--- config.mk ---
export PLATFORM = sky130hd
export DESIGN_NAME = pool1_seq
export DESIGN_NICKNAME = d
export VERILOG_FILES = /design/src/rtl/pool1_seq.sv
export SDC_FILE = /design/constraint.sdc
export NUM_CORES = 1
export LEC_CHECK = 0
export ABC_CLOCK_PERIOD_IN_PS = 5100
export CORE_MARGIN = 2
export CORE_UTILIZATION = 55
export CTS_BUF_LIST = sky130_fd_sc_hd__clkbuf_8
export CTS_CLUSTER_SIZE = 24
export DETAILED_ROUTE_END_ITERATION = 10
export GPL_ROUTABILITY_DRIVEN = 0
export PLACE_DENSITY = 0.9
export SLEW_MARGIN = 40
export SYNTH_ARGS = -nofsm -noshare
export SYNTH_HDL_FRONTEND = slang
export SYNTH_SLANG_ARGS = --single-unit
--- constraint.sdc ---
create_clock -name clk -period 5.1 [get_ports clk]
set_input_delay 1.02 -clock clk [delete_from_list [all_inputs] [get_ports clk]]
set_output_delay 1.02 -clock clk [all_outputs]
set_load 0.005 [all_outputs]
--- src/rtl/pool1_seq.sv ---
// pool1_seq: streaming 2x2 binary max-pool over CHANNELS feature maps of IN_DIM x IN_DIM.
// Even rows are buffered; each odd row combines with the buffer into one registered pooled row.
module pool1_seq #(
    parameter int CHANNELS = 18,
    parameter int IN_DIM   = 24,
    localparam int OUT_DIM = IN_DIM / 2,
    localparam int CW      = $clog2(CHANNELS),
    localparam int RW      = $clog2(OUT_DIM)
) (
    input  logic               clk,
    input  logic               rst_n,
    input  logic               start,
    output logic               busy,
    output logic               done,
    input  logic               in_valid,
    output logic               in_ready,
    input  logic [0:IN_DIM-1]  in_row,
    output logic               out_valid,
    input  logic               out_ready,
    output logic [0:OUT_DIM-1] out_row,
    output logic [CW-1:0]      out_ch,
    output logic [RW-1:0]      out_idx,
    output logic               out_last
);

    typedef enum logic [1:0] {StIdle, StEven, StOdd, StFlush} state_t;

    state_t             r_state, w_state_nxt;
    logic [0:IN_DIM-1]  r_row_buf;
    logic [CW-1:0]      r_ch_cnt, w_ch_cnt_nxt;
    logic [RW-1:0]      r_row_cnt, w_row_cnt_nxt;
    logic               r_done, w_done_nxt;
    logic               r_out_valid, r_out_last;
    logic [0:OUT_DIM-1] r_out_row, w_pool;
    logic [CW-1:0]      r_out_ch;
    logic [RW-1:0]      r_out_idx;
    logic               w_in_ready, w_in_acc, w_out_acc, w_last_row, w_last_ch;

    assign w_last_row = (r_row_cnt == RW'(OUT_DIM - 1));
    assign w_last_ch  = (r_ch_cnt == CW'(CHANNELS - 1));
    assign w_in_acc   = in_valid && w_in_ready;
    assign w_out_acc  = r_out_valid && out_ready;

    // ODD may only accept when the output register is free or draining this cycle.
    always_comb begin
        w_in_ready = 1'b0;
        case (r_state)
            StEven:  w_in_ready = 1'b1;
            StOdd:   w_in_ready = !r_out_valid || out_ready;
            default: w_in_ready = 1'b0;
        endcase
    end

    always_comb begin
        for (int j = 0; j < OUT_DIM; j++) begin
            w_pool[j] = r_row_buf[2*j] | r_row_buf[2*j+1] | in_row[2*j] | in_row[2*j+1];
        end
    end

    always_comb begin
        w_state_nxt   = r_state;
        w_ch_cnt_nxt  = r_ch_cnt;
        w_row_cnt_nxt = r_row_cnt;
        w_done_nxt    = 1'b0;
        case (r_state)
            StIdle: begin
                if (start) begin
                    w_state_nxt   = StEven;
                    w_ch_cnt_nxt  = '0;
                    w_row_cnt_nxt = '0;
                end
            end
            StEven: begin
                if (w_in_acc) w_state_nxt = StOdd;
            end
            StOdd: begin
                if (w_in_acc) begin
                    if (w_last_row) begin
                        w_row_cnt_nxt = '0;
                        w_ch_cnt_nxt  = r_ch_cnt + 1'b1;
                    end else begin
                        w_row_cnt_nxt = r_row_cnt + 1'b1;
                    end
                    w_state_nxt = (w_last_row && w_last_ch) ? StFlush : StEven;
                end
            end
            StFlush: begin
                if (w_out_acc && r_out_last) begin
                    w_state_nxt = StIdle;
                    w_done_nxt  = 1'b1;
                end
            end
            default: w_state_nxt = StIdle;
        endcase
    end

    always_ff @(posedge clk or negedge rst_n) begin
        if (!rst_n) begin
            r_state   <= StIdle;
            r_ch_cnt  <= '0;
            r_row_cnt <= '0;
            r_done    <= 1'b0;
        end else begin
            r_state   <= w_state_nxt;
            r_ch_cnt  <= w_ch_cnt_nxt;
            r_row_cnt <= w_row_cnt_nxt;
            r_done    <= w_done_nxt;
        end
    end

    always_ff @(posedge clk or negedge rst_n) begin
        if (!rst_n) begin
            r_row_buf   <= '0;
            r_out_valid <= 1'b0;
            r_out_row   <= '0;
            r_out_ch    <= '0;
            r_out_idx   <= '0;
            r_out_last  <= 1'b0;
        end else begin
            if (r_state == StEven && w_in_acc) r_row_buf <= in_row;
            if (r_state == StOdd && w_in_acc) begin
                r_out_valid <= 1'b1;
                r_out_row   <= w_pool;
                r_out_ch    <= r_ch_cnt;
                r_out_idx   <= r_row_cnt;
                r_out_last  <= w_last_row && w_last_ch;
            end else if (w_out_acc) begin
                r_out_valid <= 1'b0;
                r_out_last  <= 1'b0;
            end
        end
    end

    assign busy      = (r_state != StIdle);
    assign done      = r_done;
    assign in_ready  = w_in_ready;
    assign out_valid = r_out_valid;
    assign out_row   = r_out_row;
    assign out_ch    = r_out_ch;
    assign out_idx   = r_out_idx;
    assign out_last  = r_out_last;

endmodule

==> metrics.md <==
| Metric | Value |
|---|---|
| Most common cell on crit path | `clkdlybuf4s50_1` |
| Post-Synthesis Cells | `236` |
| Clock Latency Late Sink | `0.33 ns` |
| Inst Count DP | `338` |
| Slew Limit Fails | `0` |
| Family with the most delay on the worst path | `buffers and inverters` |
| Initial Utilization | `0.562` |
| Multi-input logic area | `0.00107 sq mm` |
| Core area | `0.00463 sq mm` |
| Post-Syn Area | `0.00260 sq mm` |
| CTS buffer count | `9` |
| Worst Reg-to-Reg Cells | `6` |
| Critical Path Source Type | `input port` |
| WS Path Type | `in -> out` |
| Final min period | `3.42 ns` |
| DRT iter0 DRCs | `129` |
| Setup WS post-layout | `1.68 ns` |
| Comb pwr share | `0.368` |
| Worst min path class | `reg -> reg` |
| First-pass GRT wire length | `9.39 mm` |
| Setup TNS Final | `0 ns` |
| Final hold violation count | `0` |
| DR pass1 iterations | `4` |
| Routed Antenna Nets | `0` |
| Clk sink count | `59` |
| Seq. cell area | `0.00148 sq mm` |
| Final setup viols | `0` |
| Syn avg cell area | `11.0 sq um` |
| Total setup buffers inserted after CTS | `0` |
| Worst hold endpoint | `out_idx[1]` |
| Outcome | `finished clean` |
| Vias | `2042` |
| Netlist cell types | `33` |
| Hold path depth | `2` |
| Final period util | `0.671` |
| Fillers | `332` |
| Setup crit end kind | `primary output` |
| Post-DP HPWL | `3.88 mm` |
| Ys Warns | `0` |
| Synth Net Count | `273` |
| Post-CTS Hold Buffers | `0` |
| Crit-path slowest cell | `clkdlybuf4s50_1` |
| PostCTS Resize Cnt | `0` |
| Register area share after synthesis | `0.567` |
| Count leader, synth | `dfrtp_1` |
| CP cell instances | `clkdlybuf4s50_1, nand2b_1, a21oi_1, nor2b_1, clkdlybuf4s50_1` |
| Req. time, crit path | `4.08 ns` |
| Post-synth top flop | `dfrtp_1` |
| R2R Setup Slk | `2.48 ns` |
| Non-filler instance count after layout | `354` |
| Avg WL per Cell | `16.2 microns` |
| CTS Buffer Depth | `2` |
| Area Growth Syn to Fin | `29.9%` |
| Initial antenna violation count | `0` |
| Largest net degree at the start of global routing | `60` |
| Die W | `72.8 microns` |
| GR Overflow Total | `0` |
| Sw Pwr | `0.624 mW` |
| Top Ports | `55` |
| Launch point of the worst reg-to-reg path | `r_state[0]` |
| IO Port Bufs | `54` |
| Drc violations | `0` |
| CTS H-tree depth | `3` |
| N_diodes | `0` |
| Hold path startpoint | `out_idx[1]` |
| Yosys top cell area share | `0.567` |
| Leakage | `1.51 nW` |
| Layout cells sized above 1 | `0.157` |
| Buf/Inv on CP | `2` |
| Reg clk slew, reported paths | `0.06 ns` |
| Most frequent cells after synthesis | `dfrtp_1 (59), nand2_1 (48), mux2_2 (26)` |
| Final Util | `0.730` |
| Number of global-route vias before repair | `2080` |
| Internal power | `1.29 mW` |
| Clk pwr share | `0.215` |
| Worst path max stage delay | `0.54 ns` |
| Critical-path maximum fanout | `4` |
| Die area | `0.00530 sq mm` |
| Total GRT Usage | `0.234` |
| Ys async rst share | `1.00` |
| TritonCTS clock tree | `yes` |
| Net Sw Frac | `0.326` |
| Fin Hold WS | `0.472 ns` |
| Rows | `25` |
| Critical path arrival | `2.40 ns` |
| Maxcap violations | `0` |
| Slew headroom | `0.512` |
| Clk_skew | `0.00699 ns` |
| Sequential fraction of design power | `0.416` |
| Post-place setup slack | `1.68 ns` |
| PwrDens | `566 mW/mm^2` |
| Reg-to-reg endpoint | `r_row_cnt[0]` |
| Fmax | `292 MHz` |
| Synth area leader | `dfrtp_1` |
| RSZ-0062 raised after global routing | `no` |
| Total wire length | `5.72 mm` |
| Chip height | `72.8 microns` |
| Top post-synthesis cells by area | `dfrtp_1 (57%), mux2_2 (11%), nand2_1 (6.9%)` |
| NumNets Final | `332` |
| Clock Tree Root | `clkbuf_8` |
| Vias/cell | `5.77` |
| Post-synth EDFFs | `0` |
| Slew of the pin with the lowest slew margin | `0.732 ns` |
| Largest vdd supply drop | `285 uV` |
| #FFs+latches synth | `59` |
## metal layers
layer | track usage | part of all wire | vias up
met1 | 0.285 | 0.43 | 995
met5 | 0 | 0 | -
met4 | 0.0782 | 0.013 | 0
met3 | 0.0787 | 0.074 | 11
met2 | 0.391 | 0.48 | 82
li1 | - | - | 954
## metrics by stage
step | instance area (sq um) | power (mW)
CTS | 3380 | 1.92
finish | 3380 | 1.91
global placement | 3180 | 1.45
global route | 3380 | 2.04
floorplan | 2600 | 1.18
detailed placement | 3190 | 1.50
## layout make-up
type | count | share of cell area
sequential | 59 | 0.437
timing repair buffer | 56 | 0.163
tap | 54 | 0.0200
inverter | 6 | 0.00666
multi-input combinational | 163 | 0.316
clock inverter | 6 | 0.0167
clock buffer | 10 | 0.0407
## kinds of logic after synthesis
| logic type | share of synthesized area |
|---|---|
| compound gates | 0.0827 |
| simple gates | 0.175 |
| buf+inv | 0.0240 |
| flops | 0.567 |
| fa+ha+maj | 0.0385 |
| mux | 0.112 |
## power groups by stage
stage / sequential [mW] / clock [mW] / combinational, mW
after global routing: 0.819 / 0.438 / 0.787
after detailed placement: 0.800 / 0 / 0.702
after CTS: 0.795 / 0.418 / 0.708
final: 0.797 / 0.413 / 0.705
after floorplan: 0.781 / 0 / 0.398
after global placement: 0.783 / 0 / 0.667
## placed cells by master, fill, tap and decap left out, types with 2 or more instances in the layout
cell / instances
a21oi_1: 6
a22o_1: 2
a31oi_1: 2
buf_4: 2
clkbuf_8: 10
clkdlybuf4s50_1: 53
clkinv_2: 3
dfrtp_1: 59
ha_1: 8
inv_1: 7
mux2_2: 26
nand2_1: 48
nand2b_1: 3
nand3_1: 6
nand3_2: 2
nand3b_1: 2
nor2_1: 6
nor2b_1: 2
nor4_1: 16
o211ai_1: 4
o21ai_0: 17
## worst min-delay path: stages, from the launching register on
cell,delay [ns]
dfrtp_1,0.34
nand2_1,0.05
nand2_1,0.05
## sequential cells by signal, summed over array words and instances (netlist names)
signal	cells
out_idx	4
out_row	12
r_row_cnt	4
r_row_buf	24
out_valid	1
out_ch	5
r_state	2
done	1
r_ch_cnt	5
out_last	1
## worst max path at each step
stage / slack [ns] / from / depth (start not counted) / endpoint
5_1_grt: 1.58 / out_ready / 5 / in_ready
6_report: 1.68 / out_ready / 5 / in_ready
2_1_floorplan: 2.73 / out_ready / 3 / in_ready
3_3_place_gp: 1.71 / out_ready / 5 / in_ready
4_1_cts: 1.68 / out_ready / 5 / in_ready
3_5_place_dp: 1.68 / out_ready / 5 / in_ready
Note: power is estimated with default switching activity, not from simulation.
